## src/rtl/fft_pkg.sv

```systemverilog
// Shared definitions for the FFT result streaming path: default sizes,
// streamer state encoding and an address bit-reversal helper.
package fft_pkg;

  localparam int FFT_N_DEF  = 512;
  localparam int FFT_BW_DEF = 16;

  typedef enum logic [1:0] {
    IDLE  = 2'd0,
    READ  = 2'd1,
    DRAIN = 2'd2,
    DONE  = 2'd3
  } strm_state_e;

  // Reverse the low m bits of x; bits at and above m come back as zero.
  function automatic logic [31:0] bit_reverse(input logic [31:0] x, input int m);
    logic [31:0] r;
    int          j;
    r = '0;
    for (int i = 0; i < 32; i++) begin
      j = m - 1 - i;
      if (j >= 0) r[i] = x[j[4:0]];
    end
    return r;
  endfunction

endpackage

```

## src/rtl/fft_bin_streamer_mag2_pipe.sv

```systemverilog
// Square-and-add pipeline: takes {re, im} the cycle after the RAM read,
// registers both squares, then registers their sum. A valid/index
// sideband rides alongside so every result leaves with its bin number.
module mag2_pipe #(
  parameter int BW = 16,
  parameter int IW = 9
) (
  input  logic            clk,
  input  logic            reset,
  input  logic            vld_i,      // read issued this cycle
  input  logic [IW-1:0]   idx_i,      // bin index of the issued read
  input  logic [2*BW-1:0] rd_data_i,  // {re, im}, one cycle after vld_i
  output logic            load_o,
  output logic [IW-1:0]   bin_index_o,
  output logic [2*BW-1:0] mag2_o,
  output logic            inflight_o  // a bin is still ahead of the output stage
);

  // vld_pipe[0]: read issued, [1]: rd_data present, [2]: squares held, [3]: sum out
  logic [3:0] vld_pipe;
  logic [IW-1:0] idx1_q, idx2_q, idx3_q;
  logic signed [BW-1:0]   re, im;
  logic signed [2*BW-1:0] sq_re_q, sq_im_q;
  logic [2*BW-1:0]        sum_d, mag2_q;

  assign vld_pipe[0] = vld_i;
  assign re          = rd_data_i[2*BW-1:BW];
  assign im          = rd_data_i[BW-1:0];
  // Each square is at most 2^(2BW-2), so the unsigned sum cannot overflow 2BW bits.
  assign sum_d       = $unsigned(sq_re_q) + $unsigned(sq_im_q);

  // Valid shift register; cleared on reset so an aborted frame leaves nothing behind.
  always_ff @(posedge clk or posedge reset) begin
    if (reset) vld_pipe[3:1] <= '0;
    else       vld_pipe[3:1] <= vld_pipe[2:0];
  end

  // Data and index stages; only advance on valid so outputs hold between frames.
  always_ff @(posedge clk or posedge reset) begin
    if (reset) begin
      idx1_q  <= '0;
      idx2_q  <= '0;
      idx3_q  <= '0;
      sq_re_q <= '0;
      sq_im_q <= '0;
      mag2_q  <= '0;
    end else begin
      if (vld_pipe[0]) idx1_q <= idx_i;
      if (vld_pipe[1]) begin
        idx2_q  <= idx1_q;
        sq_re_q <= (2*BW)'(re) * (2*BW)'(re);
        sq_im_q <= (2*BW)'(im) * (2*BW)'(im);
      end
      if (vld_pipe[2]) begin
        idx3_q <= idx2_q;
        mag2_q <= sum_d;
      end
    end
  end

  assign load_o      = vld_pipe[3];
  assign bin_index_o = idx3_q;
  assign mag2_o      = mag2_q;
  assign inflight_o  = |vld_pipe[2:1];

endmodule

```

## src/rtl/fft_bin_streamer.sv

```systemverilog
// Reads NUM_BINS complex bins from the FFT result RAM after start, streams
// |X[k]|^2 with its natural bin index, then pulses done once the pipe is empty.
module fft_bin_streamer
  import fft_pkg::*;
#(
  parameter int N         = FFT_N_DEF,
  parameter int bit_width = FFT_BW_DEF,
  parameter int M         = $clog2(N),
  parameter int NUM_BINS  = N / 2,
  parameter int BIT_REV   = 0
) (
  input  logic                   clk,
  input  logic                   reset,
  input  logic                   start,
  output logic [M-1:0]           rd_addr,
  output logic                   rd_en,
  input  logic [2*bit_width-1:0] rd_data,
  output logic                   load,
  output logic [M-1:0]           bin_index,
  output logic [2*bit_width-1:0] mag2,
  output logic                   done,
  output logic                   busy
);

  localparam logic [M-1:0] LAST = M'(NUM_BINS - 1);

  strm_state_e  state_q;
  logic [M-1:0] cnt_q, cnt_d;
  logic [M-1:0] rd_addr_q;
  logic         rd_en_q, done_q, busy_q;
  logic         inflight;

  // RAM address for bin k: natural order or M-bit reversed.
  function automatic logic [M-1:0] addr_of(input logic [M-1:0] k);
    logic [31:0] t;
    if (BIT_REV != 0) t = bit_reverse(32'(k), M);
    else              t = 32'(k);
    return t[M-1:0];
  endfunction

  assign cnt_d = cnt_q + 1'b1;

  // Frame sequencer; every output it drives is registered here.
  always_ff @(posedge clk or posedge reset) begin
    if (reset) begin
      state_q   <= IDLE;
      cnt_q     <= '0;
      rd_addr_q <= '0;
      rd_en_q   <= 1'b0;
      done_q    <= 1'b0;
      busy_q    <= 1'b0;
    end else begin
      done_q <= 1'b0;
      case (state_q)
        IDLE: begin
          if (start) begin
            state_q   <= READ;
            cnt_q     <= '0;
            rd_addr_q <= addr_of('0);
            rd_en_q   <= 1'b1;
            busy_q    <= 1'b1;
          end
        end
        READ: begin
          if (cnt_q == LAST) begin
            state_q <= DRAIN;
            rd_en_q <= 1'b0;
          end else begin
            cnt_q     <= cnt_d;
            rd_addr_q <= addr_of(cnt_d);
          end
        end
        DRAIN: begin
          // Only the output stage may still hold a bin, so done lands one
          // cycle after the final load with load already low.
          if (!inflight) begin
            state_q <= DONE;
            done_q  <= 1'b1;
          end
        end
        DONE: begin
          // A start arriving alongside done is dropped by design.
          state_q <= IDLE;
          busy_q  <= 1'b0;
        end
        default: state_q <= IDLE;
      endcase
    end
  end

  mag2_pipe #(
    .BW (bit_width),
    .IW (M)
  ) u_mag2 (
    .clk         (clk),
    .reset       (reset),
    .vld_i       (rd_en_q),
    .idx_i       (cnt_q),
    .rd_data_i   (rd_data),
    .load_o      (load),
    .bin_index_o (bin_index),
    .mag2_o      (mag2),
    .inflight_o  (inflight)
  );

  assign rd_addr = rd_addr_q;
  assign rd_en   = rd_en_q;
  assign done    = done_q;
  assign busy    = busy_q;

endmodule

```

## config.mk

```make
export PLATFORM = sky130hd
export DESIGN_NAME = fft_bin_streamer
export DESIGN_NICKNAME = d
export VERILOG_FILES = /design/src/rtl/fft_pkg.sv /design/src/rtl/fft_bin_streamer_mag2_pipe.sv /design/src/rtl/fft_bin_streamer.sv
export SDC_FILE = /design/constraint.sdc
export NUM_CORES = 2
export LEC_CHECK = 0
export ABC_CLOCK_PERIOD_IN_PS = 7680
export CORE_UTILIZATION = 45
export DETAILED_ROUTE_END_ITERATION = 7
export HOLD_SLACK_MARGIN = 0.08
export PLACE_DENSITY = 0.59
export SYNTH_ARGS = -nofsm -noshare
export SYNTH_HDL_FRONTEND = slang
export SYNTH_SLANG_ARGS = --single-unit
```

## constraint.sdc

```tcl
create_clock -name clk -period 7.68 [get_ports clk]
set_input_delay 1.536 -clock clk [delete_from_list [all_inputs] [get_ports clk]]
set_output_delay 1.536 -clock clk [all_outputs]
set_load 0.01 [all_outputs]
```

# --- After elaboration in Yosys (flattened, before gate mapping) ---
# Index checks and enable logic that the tools add are counted.
word_totals:
  reg_bits: 140
  inputBits: 35
  out_inout_bits: 54
op_classes:
  mul: 2
  mux: 13
  n_addsub: 2
  n_eq_ne: 8
  reduce_logical: 8
op_table:
  columns: ["operator", "count"]
  rows:
  - ["$mul 16x16->32", 2]
  - ["$add 32x32->32", 1]
  - ["$mux 9", 2]
  - ["$pmux 9 s2", 1]
  - ["$add 9x1->9 const B", 1]
  - ["$eq 9x8->1 const B", 1]
  - ["$reduce_and 3->1", 3]
  - ["$ne 2x2->1 const B", 4]
  - ["$pmux 2 s4", 1]
  - ["$mux 2", 3]
  - ["$eq 2x2->1 const B", 2]
  - ["$mux 1", 4]
  - ["$pmux 1 s2", 2]
  - ["$reduce_bool 2->1", 2]
  - ["$eq 2x1->1 const B", 1]
  - ["$logic_not 2->1", 1]
  - ["$reduce_and 2->1", 1]
  - ["$reduce_or 2->1", 1]

# --- Logic depth before layout (Yosys ltp) ---
logic_depth:
  depth_word: 3
  ltp_mapped: 27
  ltp_nobuf: 24

# --- Hierarchy ---
# A second synthesis with hierarchy kept.
hier_totals:
  cells_unflattened: 2496
  hier_area_um2: 24387.1
by_module_without_submodules:
  columns: ["module", "cells_each", "area_each_um2", "seq_area_each_um2", "instances"]
  rows:
  - ["mag2_pipe", 2414, 23593.9, 3103.0, 1]
  - ["fft_bin_streamer", 82, 793.3, 350.3, 1]

# --- Least setup slack after synthesis ---
# OpenSTA, ideal clock, no wires.
synth_timing:
  kind: "in2reg"
  start: "input port rd_data[31]"
  end: "register u_mag2.sq_re_q[28]"
  path_stages: 25
  setup_time_ns: 0.125
  arrival_ns: 7.371
  path_buffers: 3
  required_ns: 7.555
  slack_ns: 0.184
  cell_sequence: "clkbuf_1 > inv_1 > buf_1 > nor2_1 > fa_1 > inv_1 > fa_1 > fa_1 > inv_1 > fa_1 > fa_1 > inv_1 > fa_1 > inv_1 > ha_1 > clkbuf_1 > a21o_1 > a21oi_1 > o21ai_0 > o21ai_0 > o211ai_1 > a211o_1 > a21oi_1 > xnor2_1 > mux2_2"
synth_via:
  elab_chain_cells: 1
synth_rtl:
  columns: ["item", "line_no", "text"]
  rows:
  - ["start: declaration", "fft_bin_streamer.sv:17", "input logic [2*bit_width-1:0] rd_data,"]
  - ["$mul 16x16->32", "fft_bin_streamer_mag2_pipe.sv:51", "sq_re_q <= (2*BW)'(re) * (2*BW)'(re);"]
  - ["end signal: assignment", "fft_bin_streamer_mag2_pipe.sv:51", null]
  - ["end: declaration", "fft_bin_streamer_mag2_pipe.sv:23", "logic signed [2*BW-1:0] sq_re_q, sq_im_q;"]
# No other way between the ends.
# A chain may end at the register's enable or synchronous reset.

# --- Worst setup path after layout ---
layout_timing:
  start: "input port rd_data[26]"
  end: "register u_mag2.sq_re_q[31]"
# Same word-level chain as after synthesis.

==> results_dict.tcl <==
set metrics [dict create \
    synth_ff_type "dfrtp_1" \
    yosysWarningCount 0 \
    clockBufferDepth 2 \
    totalWireLength_um 52000 \
    cts-htree-levels 4 \
    yosys.area.top_type "fa_1" \
    register_area_mm2 0.00346 \
    path_max_fanout 8 \
    postLayoutCellArea_mm2 0.0283 \
    diodes 0 \
    hold_viol_final 0 \
    cts_buffers 17 \
    async_reset_ff_share_pct 100 \
    fmax_mhz 135 \
    synth_edf_count 0 \
    status "completed" \
    slew-limit-headroom_pct 38.0 \
    drcViolationCount 0 \
    die_x_um 234 \
    fin_tns_setup_ns 0 \
    viasPerCell 4.99 \
    final_nets 3479 \
    ys_seq_area_share_pct 14.2 \
    worstPathArrival_ns 7.80 \
    hold_path_class "reg -> reg" \
    syn-num-nets 3204 \
    areaGrowthSynthToFinish_pct 16.3 \
    core_area_mm2 0.0530 \
    drtPass1Iterations 7 \
    drt_iter0_drc 671 \
    synth_top_area_share_pct 38.9 \
    ant_nets 0 \
    antenna_found_initial 0 \
    synthTopCellsByCount "649 x inv_1, 472 x fa_1, 213 x ha_1" \
    grt_max_degree 75 \
    setup_viol 0 \
    dp_hpwl_um 45400 \
    startpoint_type "primary input" \
    multiInputGateArea_mm2 0.0182 \
    grt_pass1_vias 19000 \
    worstReg2RegStart "u_mag2.sq_im_q[8]" \
    place_inst 3428 \
    netlist_area_mm2 0.0243 \
    fin_skew_ns 0.00962 \
    worstSetupPathType "in -> reg" \
    routabilityCongestion 0.863 \
    track_usage_pct 20.7 \
    cp.required_ns 8.05 \
    io_pins 89 \
    fill_cells 4851 \
    cts_tree "yes" \
    insertion_delay_ns 0.43 \
    grt_pass1_wl_um 90700 \
    row_count 84 \
    fin_crit_ns 7.43 \
    maxCapViolCount 0 \
    final_cells 3460 \
    critPathCaptureType "flop" \
    placed_area_mm2 0.0276 \
    detail_route.wl_per_cell_um 15.0 \
    synth.most_common_cell "inv_1" \
    clk_pin_slew_ns 0.06 \
    post-route-period-util_pct 96.8 \
    port_buffers 88 \
    final_util_pct 53.4 \
    cp-startpoint "rd_data[26]" \
    tightest_slew_ns 0.931 \
    vias 17300 \
    syn_area_per_cell_um2 9.79 \
    root_buffer "clkbuf_16" \
    synth_cell_types 74 \
    synth_cells 2484 \
    ctsHoldBuffers 0 \
    min-delay-start "u_mag2.sq_im_q[26]" \
    drive_gt1_share_pct 14.3 \
    netlist_top_cells_area "fa_1 39%, dfrtp_1 14%, ha_1 11%, inv_1 10%, mux2_2 4.1%" \
    overflow 0 \
    drv_slew 0 \
    ys_ff_latch 138 \
    start_util_pct 45.9 \
    clock_sinks 138 \
    die_area_mm2 0.0550 \
    chipHeight_um 234 \
]
-- layout by cell type (no fill, tap or decap), drive strengths merged, types with 11 or more instances in the layout --
master,count
inv,651
dlymetal6s2s,14
nor3,21
xnor2,78
buf,235
nand2b,11
nor2,112
xor2,33
dfrtp,138
o31ai,11
o21ai,45
a21o,38
nand2,194
clkbuf,18
a21oi,65
fa,472
mux2,89
and2,74
nand3,23
nor2b,12
clkdlybuf4s50,74
ha,213
-- path summary, 6_finish.rpt --
check                      slack (ns)                 end  cells past startpoint
setup / recovery                 0.25  u_mag2.sq_re_q[31]                     22
min in group asynchronous        1.56    u_mag2.idx2_q[5]                      2
hold / removal                   0.50  u_mag2.sq_im_q[26]                      2
hold reg to reg                  0.50  u_mag2.sq_im_q[26]                      2
max in group asynchronous        4.74    u_mag2.mag2_o[7]                      3
setup reg to reg                 4.49   u_mag2.mag2_o[28]                     10
-- kinds of logic (layout without fill, tap and decap cells) --
kind of cell / after synthesis / in the layout / share of synthesized area (%)
buffers and inverters: 719 / 1007 / 11.1
AND/OR/NAND/NOR: 492 / 492 / 9.53
XOR/XNOR: 111 / 111 / 4.00
multiplexers: 93 / 93 / 4.30
AO/OA/AOI/OAI: 246 / 246 / 7.04
flip-flops: 138 / 138 / 14.2
adder cells (fa/ha/maj): 685 / 685 / 49.8
-- layout make-up --
class | instances | share of cell area [%]
clock inverter | 14 | 0.606
inverter | 652 | 8.67
tap | 688 | 3.04
clock buffer | 18 | 1.52
sequential | 138 | 12.2
multi-input combinational | 1627 | 64.4
timing repair buffer | 323 | 9.53
-- sequential cells by signal, summed over array words and instances, names as in the netlist, 9 cells and up --
register,cells
u_mag2.sq_re_q,31
u_mag2.sq_im_q,31
u_mag2.mag2_o,32
u_mag2.idx1_q,9
u_mag2.bin_index_o,9
rd_addr,9
u_mag2.idx2_q,9
-- routing by layer --
layer | GRT usage [%] | wire [µm] | vias up
met3 | 3.32 | 2350 | 50
met5 | 0 | 0 | -
met2 | 36.1 | 26300 | 293
met4 | 3.45 | 658 | 0
li1 | - | - | 8113
met1 | 27.4 | 22800 | 8809
-- stage by stage --
stage	hold slack (ns)	setup WS (ns)
finish	0.500	0.250
global route	0.521	-0.0100
CTS	0.507	0.0575
detailed placement	0.492	-0.377
global placement	0.485	-0.217
floorplan	0.352	0.184
-- worst max-delay path: stages --
cell and delay, ns:
clkdlybuf4s50_1 0.40, buf_4 0.18, inv_1 0.28, nor2_1 0.14
fa_1 0.54, inv_1 0.05, fa_1 0.54, fa_1 0.45
fa_1 0.52, fa_1 0.43, fa_1 0.48, inv_1 0.04
ha_1 0.33, nand2_1 0.09, nor3_1 0.30, nor3b_1 0.44
buf_4 0.18, o21a_1 0.20, o41ai_4 0.12, o211a_1 0.28
a21o_1 0.18, nand3_1 0.05
-- timing repair --
action                     CTS  global route
setup endpoints to repair    0            17
buffers inserted             0             0
resized for setup            0            25
Power is left out: the tool's default activity adds up to more than one toggle a clock period on the data nets, which glitch-free logic cannot reach.
